==> src/rtl/gemm_tile_sequencer.sv <==
// Tile-loop controller for the SNAX GEMM wrapper: walks m/n/k tiles, issues A/B reads and C writes.
// Optional performance counters are enabled by defining GEMM_TILE_SEQ_PERF_CNT_EN.
module gemm_tile_sequencer #(
  parameter int unsigned CntWidth   = 8,
  parameter int unsigned AddrWidth  = 32,
  parameter int unsigned TileBytesA = 512,
  parameter int unsigned TileBytesB = 512,
  parameter int unsigned TileBytesC = 2048
) (
  input  logic                 clk_i,
  input  logic                 rst_ni,
  input  logic                 cfg_valid_i,
  output logic                 cfg_ready_o,
  input  logic [CntWidth-1:0]  m_i,
  input  logic [CntWidth-1:0]  n_i,
  input  logic [CntWidth-1:0]  k_i,
  input  logic [AddrWidth-1:0] base_a_i,
  input  logic [AddrWidth-1:0] base_b_i,
  input  logic [AddrWidth-1:0] base_c_i,
  output logic                 rd_valid_o,
  input  logic                 rd_ready_i,
  output logic [AddrWidth-1:0] addr_a_o,
  output logic [AddrWidth-1:0] addr_b_o,
  input  logic                 acc_valid_i,
  output logic                 wr_valid_o,
  input  logic                 wr_ready_i,
  output logic [AddrWidth-1:0] addr_c_o,
  output logic                 busy_o,
  output logic                 done_o
`ifdef GEMM_TILE_SEQ_PERF_CNT_EN
  ,
  output logic [31:0]          perf_cycles_o,
  output logic [31:0]          perf_rd_stall_o,
  output logic [31:0]          perf_wr_stall_o
`endif
);

  typedef enum logic [2:0] {
    IDLE,
    READ,
    WAIT_ACC,
    WRITE,
    DONE
  } state_e;

  // base + stride * (outer * dim + inner), all modulo 2^AddrWidth
  function automatic logic [AddrWidth-1:0] tile_addr(
    input logic [AddrWidth-1:0] base,
    input logic [AddrWidth-1:0] stride,
    input logic [CntWidth-1:0]  outer,
    input logic [CntWidth-1:0]  dim,
    input logic [CntWidth-1:0]  inner
  );
    tile_addr = base + stride * (AddrWidth'(outer) * AddrWidth'(dim) + AddrWidth'(inner));
  endfunction

  state_e               state_q, state_d;
  logic [CntWidth-1:0]  m_q, n_q, k_q;
  logic [CntWidth-1:0]  m_cnt_q, n_cnt_q, k_cnt_q;
  logic [CntWidth-1:0]  m_cnt_d, n_cnt_d, k_cnt_d;
  logic [AddrWidth-1:0] base_a_q, base_b_q, base_c_q;
  logic [AddrWidth-1:0] addr_a_q, addr_b_q, addr_c_q;
  logic                 cfg_accept;
  logic                 addr_upd;
  logic                 last_k, last_n, last_m;

  // During config acceptance the new dimensions/bases are not yet registered.
  logic [CntWidth-1:0]  n_dim, k_dim;
  logic [AddrWidth-1:0] base_a_eff, base_b_eff, base_c_eff;

  assign cfg_accept = (state_q == IDLE) && cfg_valid_i;
  assign last_k     = (k_cnt_q == k_q - CntWidth'(1));
  assign last_n     = (n_cnt_q == n_q - CntWidth'(1));
  assign last_m     = (m_cnt_q == m_q - CntWidth'(1));

  assign n_dim      = cfg_accept ? n_i      : n_q;
  assign k_dim      = cfg_accept ? k_i      : k_q;
  assign base_a_eff = cfg_accept ? base_a_i : base_a_q;
  assign base_b_eff = cfg_accept ? base_b_i : base_b_q;
  assign base_c_eff = cfg_accept ? base_c_i : base_c_q;

  // NOTE: every always_comb output gets a default first so no path leaves it unassigned (no latch).
  always_comb begin
    state_d  = state_q;
    m_cnt_d  = m_cnt_q;
    n_cnt_d  = n_cnt_q;
    k_cnt_d  = k_cnt_q;
    addr_upd = 1'b0;
    unique case (state_q)
      IDLE: begin
        if (cfg_valid_i) begin
          m_cnt_d  = '0;
          n_cnt_d  = '0;
          k_cnt_d  = '0;
          addr_upd = 1'b1;
          state_d  = ((m_i == '0) || (n_i == '0) || (k_i == '0)) ? DONE : READ;
        end
      end
      READ: begin
        if (rd_ready_i) state_d = WAIT_ACC;
      end
      WAIT_ACC: begin
        if (acc_valid_i) begin
          if (last_k) begin
            state_d = WRITE;
          end else begin
            k_cnt_d  = k_cnt_q + CntWidth'(1);
            addr_upd = 1'b1;
            state_d  = READ;
          end
        end
      end
      WRITE: begin
        if (wr_ready_i) begin
          k_cnt_d  = '0;
          addr_upd = 1'b1;
          if (last_n && last_m) begin
            state_d = DONE;
          end else if (last_n) begin
            n_cnt_d = '0;
            m_cnt_d = m_cnt_q + CntWidth'(1);
            state_d = READ;
          end else begin
            n_cnt_d = n_cnt_q + CntWidth'(1);
            state_d = READ;
          end
        end
      end
      DONE:    state_d = IDLE;
      default: state_d = IDLE;
    endcase
  end

  // NOTE: sequential state uses non-blocking assignments so all registers update from pre-edge values.
  always_ff @(posedge clk_i or negedge rst_ni) begin
    if (!rst_ni) begin
      state_q <= IDLE;
      m_cnt_q <= '0;
      n_cnt_q <= '0;
      k_cnt_q <= '0;
    end else begin
      state_q <= state_d;
      m_cnt_q <= m_cnt_d;
      n_cnt_q <= n_cnt_d;
      k_cnt_q <= k_cnt_d;
    end
  end

  // Configuration holds its last values after a job ends.
  always_ff @(posedge clk_i or negedge rst_ni) begin
    if (!rst_ni) begin
      m_q      <= '0;
      n_q      <= '0;
      k_q      <= '0;
      base_a_q <= '0;
      base_b_q <= '0;
      base_c_q <= '0;
    end else if (cfg_accept) begin
      m_q      <= m_i;
      n_q      <= n_i;
      k_q      <= k_i;
      base_a_q <= base_a_i;
      base_b_q <= base_b_i;
      base_c_q <= base_c_i;
    end
  end

  // Addresses follow the next counter values so they are valid in the first request cycle.
  always_ff @(posedge clk_i or negedge rst_ni) begin
    if (!rst_ni) begin
      addr_a_q <= '0;
      addr_b_q <= '0;
      addr_c_q <= '0;
    end else if (addr_upd) begin
      addr_a_q <= tile_addr(base_a_eff, AddrWidth'(TileBytesA), m_cnt_d, k_dim, k_cnt_d);
      addr_b_q <= tile_addr(base_b_eff, AddrWidth'(TileBytesB), n_cnt_d, k_dim, k_cnt_d);
      addr_c_q <= tile_addr(base_c_eff, AddrWidth'(TileBytesC), m_cnt_d, n_dim, n_cnt_d);
    end
  end

  assign cfg_ready_o = (state_q == IDLE);
  assign busy_o      = (state_q != IDLE);
  assign rd_valid_o  = (state_q == READ);
  assign wr_valid_o  = (state_q == WRITE);
  assign done_o      = (state_q == DONE);
  assign addr_a_o    = addr_a_q;
  assign addr_b_o    = addr_b_q;
  assign addr_c_o    = addr_c_q;

`ifdef GEMM_TILE_SEQ_PERF_CNT_EN
  logic [31:0] perf_cycles_q, perf_rd_stall_q, perf_wr_stall_q;

  // Saturating counters, cleared when a new job is accepted.
  always_ff @(posedge clk_i or negedge rst_ni) begin
    if (!rst_ni) begin
      perf_cycles_q   <= '0;
      perf_rd_stall_q <= '0;
      perf_wr_stall_q <= '0;
    end else if (cfg_accept) begin
      perf_cycles_q   <= '0;
      perf_rd_stall_q <= '0;
      perf_wr_stall_q <= '0;
    end else begin
      if (busy_o && (perf_cycles_q != '1))
        perf_cycles_q <= perf_cycles_q + 32'd1;
      if (rd_valid_o && !rd_ready_i && (perf_rd_stall_q != '1))
        perf_rd_stall_q <= perf_rd_stall_q + 32'd1;
      if (wr_valid_o && !wr_ready_i && (perf_wr_stall_q != '1))
        perf_wr_stall_q <= perf_wr_stall_q + 32'd1;
    end
  end

  assign perf_cycles_o   = perf_cycles_q;
  assign perf_rd_stall_o = perf_rd_stall_q;
  assign perf_wr_stall_o = perf_wr_stall_q;
`else
  // Default build: no performance counters.
`endif

endmodule
==> config.mk <==
export PLATFORM = sky130hd
export DESIGN_NAME = gemm_tile_sequencer
export DESIGN_NICKNAME = d
export VERILOG_FILES = /design/src/rtl/gemm_tile_sequencer.sv
export SDC_FILE = /design/constraint.sdc
export NUM_CORES = 1
export LEC_CHECK = 0
export ABC_AREA = 1
export CAP_MARGIN = 15
export CELL_PAD_IN_SITES_DETAIL_PLACEMENT = 1
export CELL_PAD_IN_SITES_GLOBAL_PLACEMENT = 2
export CORE_ASPECT_RATIO = 1.25
export CORE_MARGIN = 5
export CORE_UTILIZATION = 25
export CTS_CLUSTER_DIAMETER = 50
export CTS_CLUSTER_SIZE = 30
export DETAILED_ROUTE_END_ITERATION = 8
export DONT_BUFFER_PORTS = 1
export PLACE_DENSITY = 0.63
export REMOVE_ABC_BUFFERS = 1
export SLEW_MARGIN = 20
export SYNTH_ARGS = -nofsm -noshare
export SYNTH_HDL_FRONTEND = slang
export SYNTH_SLANG_ARGS = --single-unit
export TNS_END_PERCENT = 50
==> constraint.sdc <==
create_clock -name clk_i -period 7.33 [get_ports clk_i]
set_input_delay 1.0995 -clock clk_i [delete_from_list [all_inputs] [get_ports clk_i]]
set_output_delay 1.0995 -clock clk_i [all_outputs]
set_load 0.005 [all_outputs]
==> flow_summary.yaml <==
power_and_ir_drop:
  switching_share: 0.477
  p_sw_uw: 6150
  internal-power_uw: 6750
  irDropWorstVdd_mv: 0.266
  p_clk_frac: 0.154
  pwr-share-seq: 0.185
  combPwrFrac: 0.661
  p_leak_uw: 0.0136
  powerDensity_nw_per_um2: 482
worst_setup_path:
  worst_ep_required_time_ns: 7.74
  start_kind: "flop"
  worstPathMaxFanout: 4
  end_kind: "flop"
  critical_path_class: "flop to flop"
  cpMaxStageDelayCell: "fa_1"
  worstPathArrival_ns: 7.61
  ff2ff_path_depth: 40
  slowest_delay_ns: 0.57
  reg2reg_from: "n_q[1]"
  r2r_setup_slack_ns: 0.13
  cp-startpoint: "n_q[1]"
  reg2reg_to: "addr_c_o[30]"
sta:
  tns_ns: 0
  rsz0062_at_grt: "true"
  max_freq_mhz: 139
  finalCritPeriodShare: 0.983
  tightest_slew_ns: 0.810
  finalHoldViolations: 0
  setup_viol: 0
  slew_headroom: 0.460
  worst_slack_ns: 0.126
  clock_skew_ns: 0.0268
  layout_min_cycle_time_ns: 7.20
  slew_violations: 0
floorplanning:
  start_util: 0.251
  num_io_pins: 227
  dieArea_sq_um: 87500
  core-area_sq_um: 81200
  fp.dieW_microns: 266
  die_y_microns: 330
  rows: 117
global_routing:
  antenna_found_initial: 2
  grt_first_pass_wirelength_mm: 113
  grt_pass1_vias: 20600
  grt_max_degree: 244
  overflow: 0
  grt.total_usage: 0.161
run:
  cap_violations: 0
cts:
  cts_tree: "built"
  clk_pin_slew_ns: 0.06
  cts.path.max_buffers: 3
  cts_max_level: 2
  root_buffer: "clkbuf_16"
  clkSinkCount: 243
  clk_latency_ns: 0.58
  cts_buffers: 41
hold_path:
  hold_class: "input pin to async pin"
detailed_routing:
  dr.max_layer_used: "met5"
  first_iter_violations: 585
  wl_met3_mm: 3.22
  wl_met1_mm: 28.2
  antenna_left: 0
  wl_met2_mm: 38.2
  first_pass_iters: 4
  vias: 18000
  wl_mm: 71.4
  drc: 0
  wl_per_cell_microns: 17.9
  drt-vias-per-instance: 4.52
place:
  gp_congestion: 0.870
  io_buffers: 0
  post-place-cells: 3858
  place_hpwl_mm: 57.0
  dpl_worst_slack_ns: -0.486
synthesis:
  netlist_area_sq_um: 20400
  synth_top_area_cell: "dfrtp_1"
  synth_edf_count: 0
  ys.flop_type: "dfrtp_1"
  yosysTopAreaCellShare: 0.298
  syn_inst: 2571
  synth_area_per_cell_sq_um: 7.94
  ys_ff_latch: 243
  yosys-top-cells-area: "dfrtp_1, fa_1, nand2_1"
  async_reset_ff_frac: 1.00
  synthDistinctLibCells: 51
  yosys_warnings: 0
  yosysSeqAreaShare: 0.298
outcome:
  status: "finished clean"
layout:
  final_cell_mix: "nand2_1, inv_1, buf_4"
  syn_to_final_growth_pct: 31.0
  n_antenna_cell: 0
  nets: 3321
  drive_above_1_share: 0.257
  stdcell_count: 3984
  final_common_cell: "nand2_1"
## metal layers
| layer | up-vias | track usage |
|---|---|---|
| li1 | 8758 | - |
| met2 | 233 | 0.307 |
| met4 | 2 | 0.0434 |
| met1 | 8925 | 0.185 |
| met5 | - | 0 |
| met3 | 89 | 0.0288 |
## logic make-up after synthesis
| family | synth area share |
|---|---|
| buffers and inverters | 0.0839 |
| xor gates and xnor gates | 0.0485 |
| DFF | 0.298 |
| AOI/OAI and AO/OA | 0.0977 |
| and+or+nand+nor | 0.229 |
| adders and majority gates | 0.243 |
## per-stage QoR
stage	total power (uW)	hold WS, ns	instance area [sq um]	util
2_1_floorplan	6760	0.444	20100	-
3_3_place_gp	9880	0.456	23600	0.291
3_5_place_dp	10100	0.463	23600	0.291
4_1_cts	12500	0.187	25500	0.314
5_1_grt	14100	0.197	26700	0.329
6_report	12900	0.242	26700	0.329
## cell usage after synthesis (2+ instances only)
| cell | number |
|---|---|
| ha_1 | 180 |
| buf_4 | 2 |
| nor4_1 | 6 |
| o21ai_1 | 17 |
| nand3_2 | 8 |
| buf_1 | 7 |
| xnor2_1 | 50 |
| and2_4 | 2 |
| or2_1 | 2 |
| xor2_1 | 63 |
| a21o_1 | 5 |
| o31ai_1 | 2 |
| buf_2 | 27 |
| nand3_1 | 85 |
| a21boi_0 | 3 |
| o21ai_2 | 3 |
| nand2_2 | 13 |
| nor2_4 | 9 |
| o21bai_1 | 2 |
| nand2_4 | 7 |
| fa_1 | 135 |
| o22ai_1 | 2 |
| clkbuf_1 | 24 |
| clkinv_1 | 3 |
| nor2_2 | 30 |
| dfrtp_1 | 243 |
| nand4_1 | 15 |
| inv_2 | 14 |
| o211ai_1 | 3 |
| a31oi_1 | 37 |
| nor3_1 | 16 |
| o21a_1 | 3 |
| o21ai_0 | 140 |
| or2_2 | 18 |
| buf_6 | 4 |
| a21oi_1 | 152 |
| nand2_1 | 698 |
| nand3b_1 | 3 |
| nor2_1 | 178 |
| nor2_8 | 2 |
| inv_1 | 348 |
## worst max path at each step
stage	end	slack [ns]	cells past startpoint
after floorplan	addr_a_o[26]	-1.18	27
after global routing	addr_c_o[30]	-0.22	40
after detailed placement	addr_c_o[30]	-0.49	30
after CTS	addr_c_o[30]	-0.02	42
final	addr_c_o[30]	0.13	40
after global placement	addr_c_o[30]	-0.29	44
## power groups by stage
stage	Combinational (uW)	Sequential (uW)	Clock, uW
finish	8530	2390	1990
global placement	7470	2410	0
global route	9570	2460	2120
detailed placement	7640	2420	0
floorplan	4490	2260	0
CTS	7980	2410	2070
## registers in the layout, summed over array words and instances (netlist names)
name / count
addr_a_o: 32
addr_b_o: 32
addr_c_o: 32
base_a_q: 32
base_b_q: 32
base_c_q: 32
k_cnt_q: 8
k_q: 8
m_cnt_q: 8
m_q: 8
n_cnt_q: 8
n_q: 8
state_q: 3
## final cells by class
class	instances	area (sq um)
fill	9667	54500
multi-input combinational	1896	13800
sequential	243	6080
timing repair buffer	331	2630
inverter	367	1420
tap	1071	1340
clock buffer	46	1110
clock inverter	30	315
## worst max-delay path: cells and delay by family (launching register included)
| kind | cells | cell delay, ns |
|---|---|---|
| adder cells (fa/ha/maj) | 6 | 2.73 |
| XOR/XNOR | 2 | 0.35 |
| flip-flops | 1 | 0.38 |
| AO/OA/AOI/OAI | 6 | 0.93 |
| buffers and inverters | 10 | 0.88 |
| AND/OR/NAND/NOR | 16 | 1.76 |
## timing repair
action                     CTS  global route
pin swaps                   47           107
cloned                       0             0
buffers inserted            16            34
setup endpoints to repair   29            38
resized for setup           98           263
hold buffers                 0             0
(Power assumes the default switching activity.)
